### config.mk
export PLATFORM = sky130hd
export DESIGN_NAME = multicycle_control
export DESIGN_NICKNAME = d
export VERILOG_FILES = /design/src/rtl/multicycle_control.sv
export SDC_FILE = /design/constraint.sdc
export NUM_CORES = 1
export LEC_CHECK = 0
export ABC_CLOCK_PERIOD_IN_PS = 3100
export CORE_MARGIN = 1
export CORE_UTILIZATION = 48
export DETAILED_ROUTE_END_ITERATION = 10
export PLACE_DENSITY_LB_ADDON = 0.25
export SYNTH_ARGS = -nofsm -noshare
export SYNTH_HDL_FRONTEND = slang
export SYNTH_SLANG_ARGS = --single-unit
### constraint.sdc
create_clock -name clk -period 3.1 [get_ports clk]
set_input_delay 0.31 -clock clk [delete_from_list [all_inputs] [get_ports clk]]
set_output_delay 0.31 -clock clk [all_outputs]
set_load 0.02 [all_outputs]
### src/rtl/multicycle_control.sv
// Multicycle processor control unit: FETCH/DECODE/EXEC/MEM/WB/HALT sequencer
// driving datapath enables, plus a wrapping retired-instruction counter.
//
// state  | meaning
// FETCH  | read instruction at PC, latch IR and PC+4 on ack
// DECODE | classify opcode; JUMP completes here
// EXEC   | ALU operation / address calc / branch resolve
// MEM    | data memory access for LOAD/STORE, holds until ack
// WB     | register file writeback
// HALT   | stopped until reset
module multicycle_control #(
  parameter int OP_SIZE     = 6,
  parameter int ALU_OP_SIZE = 4,
  parameter int COUNT_SIZE  = 16
) (
  input  logic                   clk,
  input  logic                   reset,
  input  logic [OP_SIZE-1:0]     opcode,
  input  logic                   cond_true,
  input  logic                   mem_ack,
  output logic                   mem_req,
  output logic                   mem_we,
  output logic                   addr_src,
  output logic                   ir_write,
  output logic                   mdr_write,
  output logic                   pc_write,
  output logic [1:0]             pc_src,
  output logic                   alu_src_b,
  output logic [ALU_OP_SIZE-1:0] alu_op,
  output logic                   reg_write,
  output logic [1:0]             wb_src,
  output logic                   halted,
  output logic                   illegal,
  output logic [COUNT_SIZE-1:0]  retired
);

  localparam logic [2:0] FETCH  = 3'd0;
  localparam logic [2:0] DECODE = 3'd1;
  localparam logic [2:0] EXEC   = 3'd2;
  localparam logic [2:0] MEM    = 3'd3;
  localparam logic [2:0] WB     = 3'd4;
  localparam logic [2:0] HALT   = 3'd5;

  localparam logic [3:0] CL_RALU   = 4'd0;
  localparam logic [3:0] CL_IALU   = 4'd1;
  localparam logic [3:0] CL_LOAD   = 4'd2;
  localparam logic [3:0] CL_STORE  = 4'd3;
  localparam logic [3:0] CL_BRANCH = 4'd4;
  localparam logic [3:0] CL_JUMP   = 4'd5;
  localparam logic [3:0] CL_LOADI  = 4'd6;
  localparam logic [3:0] CL_HALT   = 4'd7;
  localparam logic [3:0] CL_ILLEGAL = 4'd8;

  logic [2:0] state;
  logic [2:0] nextState;
  logic [3:0] opClass;
  logic [5:0] op6;
  logic       retire;

  assign op6 = opcode[5:0];

  always_comb begin
    opClass = CL_ILLEGAL;
    if (op6[5:4] == 2'b00)        opClass = CL_RALU;
    else if (op6[5:4] == 2'b01)   opClass = CL_IALU;
    else if (op6[5:2] == 4'b1010) opClass = CL_LOAD;
    else if (op6[5:2] == 4'b1011) opClass = CL_STORE;
    else if (op6[5:3] == 3'b100)  opClass = CL_BRANCH;
    else if (op6 == 6'b110000)    opClass = CL_JUMP;
    else if (op6 == 6'b111111)    opClass = CL_LOADI;
    else if (op6 == 6'b111110)    opClass = CL_HALT;
  end

  always_comb begin
    nextState = state;
    retire    = 1'b0;
    mem_req   = 1'b0;
    mem_we    = 1'b0;
    addr_src  = 1'b0;
    ir_write  = 1'b0;
    mdr_write = 1'b0;
    pc_write  = 1'b0;
    pc_src    = 2'b00;
    alu_src_b = 1'b0;
    alu_op    = '0;
    reg_write = 1'b0;
    wb_src    = 2'b00;
    halted    = 1'b0;
    illegal   = 1'b0;

    case (state)
      FETCH: begin
        mem_req = 1'b1;
        if (mem_ack) begin
          ir_write  = 1'b1;
          pc_write  = 1'b1;
          nextState = DECODE;
        end
      end
      DECODE: begin
        case (opClass)
          CL_JUMP: begin
            pc_write  = 1'b1;
            pc_src    = 2'b10;
            retire    = 1'b1;
            nextState = FETCH;
          end
          CL_LOADI:   nextState = WB;
          CL_HALT:    nextState = HALT;
          CL_ILLEGAL: begin
            illegal   = 1'b1;
            nextState = FETCH;
          end
          default:    nextState = EXEC;
        endcase
      end
      EXEC: begin
        case (opClass)
          CL_RALU: begin
            alu_op    = ALU_OP_SIZE'(op6[3:0]);
            nextState = WB;
          end
          CL_IALU: begin
            alu_src_b = 1'b1;
            alu_op    = ALU_OP_SIZE'(op6[3:0]);
            nextState = WB;
          end
          CL_LOAD, CL_STORE: begin
            alu_src_b = 1'b1;
            nextState = MEM;
          end
          CL_BRANCH: begin
            alu_op = ALU_OP_SIZE'(op6[3:0]);
            if (cond_true) begin
              pc_write = 1'b1;
              pc_src   = 2'b01;
            end
            retire    = 1'b1;
            nextState = FETCH;
          end
          default: nextState = FETCH;
        endcase
      end
      MEM: begin
        mem_req   = 1'b1;
        addr_src  = 1'b1;
        alu_src_b = 1'b1;
        mem_we    = (opClass == CL_STORE);
        if (mem_ack) begin
          if (opClass == CL_STORE) begin
            retire    = 1'b1;
            nextState = FETCH;
          end else begin
            mdr_write = 1'b1;
            nextState = WB;
          end
        end
      end
      WB: begin
        reg_write = 1'b1;
        if (opClass == CL_LOAD)       wb_src = 2'b01;
        else if (opClass == CL_LOADI) wb_src = 2'b10;
        retire    = 1'b1;
        nextState = FETCH;
      end
      HALT:    halted = 1'b1;
      default: nextState = FETCH;
    endcase

    // Reset cycle silences every enable so no write can commit on the reset edge.
    if (reset) begin
      retire    = 1'b0;
      mem_req   = 1'b0;
      mem_we    = 1'b0;
      addr_src  = 1'b0;
      ir_write  = 1'b0;
      mdr_write = 1'b0;
      pc_write  = 1'b0;
      pc_src    = 2'b00;
      alu_src_b = 1'b0;
      alu_op    = '0;
      reg_write = 1'b0;
      wb_src    = 2'b00;
      halted    = 1'b0;
      illegal   = 1'b0;
    end
  end

  always_ff @(posedge clk) begin
    if (reset) begin
      state   <= FETCH;
      retired <= '0;
    end else begin
      state <= nextState;
      if (retire) retired <= retired + {{(COUNT_SIZE-1){1'b0}}, 1'b1};
    end
  end

endmodule

==> implementation parameters <==
Parameter                              Value

Status
  Run status    completed

Synthesis
  Avg Cell Area, Syn    7.55 um^2
  Total standard cell area after synthesis    0.00126 mm^2
  Number of flops mapped to enable cells by yosys    0
  Proportion of netlist area held by the largest area contributor    30.2%
  Post-synthesis sequential area ratio    30.2%
  Top cells by area in the synthesized netlist    dfxtp_1 (30%), a21oi_1 (6.3%), o21ai_0 (4.8%)
  Fraction of registers with async set/reset    0%
  #FFs+latches synth    19
  Syn Inst Count    167
  Total number of yosys warnings    0
  Number of library cell types mapped by synthesis    40
  Post-synth net total    178
  Cell taking the most area after synthesis    dfxtp_1
  Main flop type after synthesis    dfxtp_1

Timing
  Worst hold slack across all endpoints    0.491 ns
  Hold Fails Final Rpt    0
  Sum of negative setup slack    0 ns
  Worst Tran Pin Value    0.557 ns
  Setup repair after global routing missed its margin    no
  Max-Slew Margin vs Limit    62.8%
  Number of slew-limit violations in the final report    0
  Fmax achieved    0.348 GHz
  Period utilisation layout    92.7%
  Endpoints failing setup    0
  Clock Skews    0.0108 ns
  Post-layout minimum cycle time    2.87 ns

Layout
  N_diodes    0
  Area grow syn2layout    35.5%
  Share of layout cells above drive strength 1    4.90%
  Utilization after layout    69.0%
  Final layout net count    216

Detailed routing
  Iteration count of the initial detailed-routing pass    4
  Remaining routing DRC violations    0
  Post-DR wirelength/cell    14.1 um
  Routed wire length    3290 um
  Antenna-violating nets left    0
  Post-DR vias/cell    6.06
  Initial DRC Count    51
  Vias after detailed routing    1419

Hold path
  Worst min-delay path class    flop to flop

Placement
  Count of buffers from port buffering    43
  Post-DP HPWL    2350 um
  Routability-driven placement congestion ratio    0.868

Floorplan
  Full die area    0.00284 mm^2
  Number of core rows    18
  Height of the chip    53.3 um
  Number of top-level design ports    44
  Effective utilization at floorplan    50.9%
  Die X-Extent    53.3 um
  Area of the core region    0.00248 mm^2

Worst setup path
  Kind of start point of the critical path    flop
  Arrival time of data at the critical path endpoint    2.56 ns
  Worst Setup Path Type    flop to output port
  Critical Path RT    2.79 ns
  Max Fanout on Critical Path    17
  Setup crit end kind    output port

Clocking
  Maximum root-to-sink buffer count    2
  Post-CTS Hold Fix Bufs    0
  Insertion delay to the later sink of the worst-skew pair    0.30 ns
  TritonCTS clock tree    built
  Number of clock sinks    19
  Clock-pin slew on the worst setup and hold paths    0.11 ns
  # H-tree levels    1
  Post CTS Setup Buffer Count    0
  Buffer type at the clock tree root    clkbuf_4
  Quantity of gates resized following cts    0
  Total CTS buffers    3

GRT
  First-pass GRT wire length    5120 um
  Via count of the first global-routing pass    1176
  Tot GR Track Use    23.9%
  Maximum number of pins on one net before global-route repair    27
  GRT Residual Overflow    0
  Number of antenna violations at the first check in global routing    0

Power and ir drop
  Areal power density over the cells    273 mW/mm^2
  Leakage power of the design    0.532 nW
  Worst voltage drop across the vdd grid    0.274 mV

Run
  Max cap viols    0
-- synthesized netlist by cell type (all sizes together), types with 2 or more instances --
cell,n
o22ai,2
nor2b,4
dfxtp,19
nor3b,2
inv,5
a22oi,2
nand3,9
nand2b,6
buf,3
nor4b,2
nand2,10
o31ai,6
mux2,2
nand4,3
a211oi,3
nor3,5
clkbuf,9
o21ai,12
nor2,8
mux2i,2
or4,7
or3,9
a21oi,16
nor4,3
and2,6
-- final timing paths --
| kind | slack, ns | startpoint | cells past startpoint | endpoint |
|---|---|---|---|---|
| min reg2reg | 0.49 | retired[15] | 2 | retired[15] |
| min | 0.49 | retired[15] | 2 | retired[15] |
| max | 0.23 | state[0] | 5 | pc_write |
| max reg2reg | 0.48 | state[0] | 5 | retired[10] |
-- routing by layer --
layer / wire [um] / share of wire, % / track usage (%) / vias up
li1: - / - / - / 691
met1: 1530 / 46 / 34.4 / 666
met2: 1540 / 47 / 37.7 / 62
met3: 223 / 6.8 / 5.17 / 0
met4: 0 / 0 / 1.32 / 0
met5: 0 / 0 / 0 / -
-- per-stage QoR --
stage	instances	instance area (um^2)	total power, W	setup WS [ns]
global route	234	1710	0.000489	0.0735
global placement	230	1680	0.000343	0.374
detailed placement	230	1680	0.000345	0.320
finish	234	1710	0.000467	0.228
floorplan	167	1260	0.000312	0.817
CTS	234	1710	0.000468	0.249
-- cell families after synthesis --
kind of cell | synth area share (%)
AOI/OAI and AO/OA | 22.0
xor gates and xnor gates | 0.695
muxes | 3.37
and+or+nand+nor | 36.3
DFF | 30.2
adders and majority gates | 0.992
buffers and inverters | 6.45
-- cell usage in the layout, fill, tap and decap left out, drive strengths merged, types with 3 or more instances in the layout --
cell,synthesis,final
a21oi,16,16
nor3,5,5
nor2,8,8
inv,5,5
nand4,3,3
or4,7,7
or3,9,9
dfxtp,19,19
a211oi,3,3
nor4,3,3
nor2b,4,4
nand2b,6,6
o31ai,6,6
nand3,9,9
clkdlybuf4s50,0,43
clkbuf,9,3
o21ai,12,12
and2,6,6
nand2,10,10
-- critical path, cell delays in order (launching register included) --
cell	delay [ns]
dfxtp_1	0.69
nand2b_1	0.18
or3_1	0.46
o22ai_1	0.18
and2_1	0.14
clkdlybuf4s50_1	0.60
-- registers in the layout, indices dropped and copies added (netlist names) --
name     flops
retired     16
state        3
-- where the power goes --
group | switching [W] | internal (W)
Clock | 0.0000778 | 0.0000481
Combinational | 0.0000457 | 0.0000389
Sequential | 0.00000969 | 0.000247
Total | 0.000133 | 0.000334
-- layout make-up --
cell class / count / area (um^2)
Multi-Input combinational cell: 131 / 800
Timing Repair Buffer: 45 / 445
Sequential cell: 19 / 380
Clock inverter: 1 / 5.00
Clock buffer: 3 / 22.5
Inverter: 5 / 18.8
Tap cell: 30 / 37.5
Fill cell: 219 / 768
(Power assumes the default switching activity.)
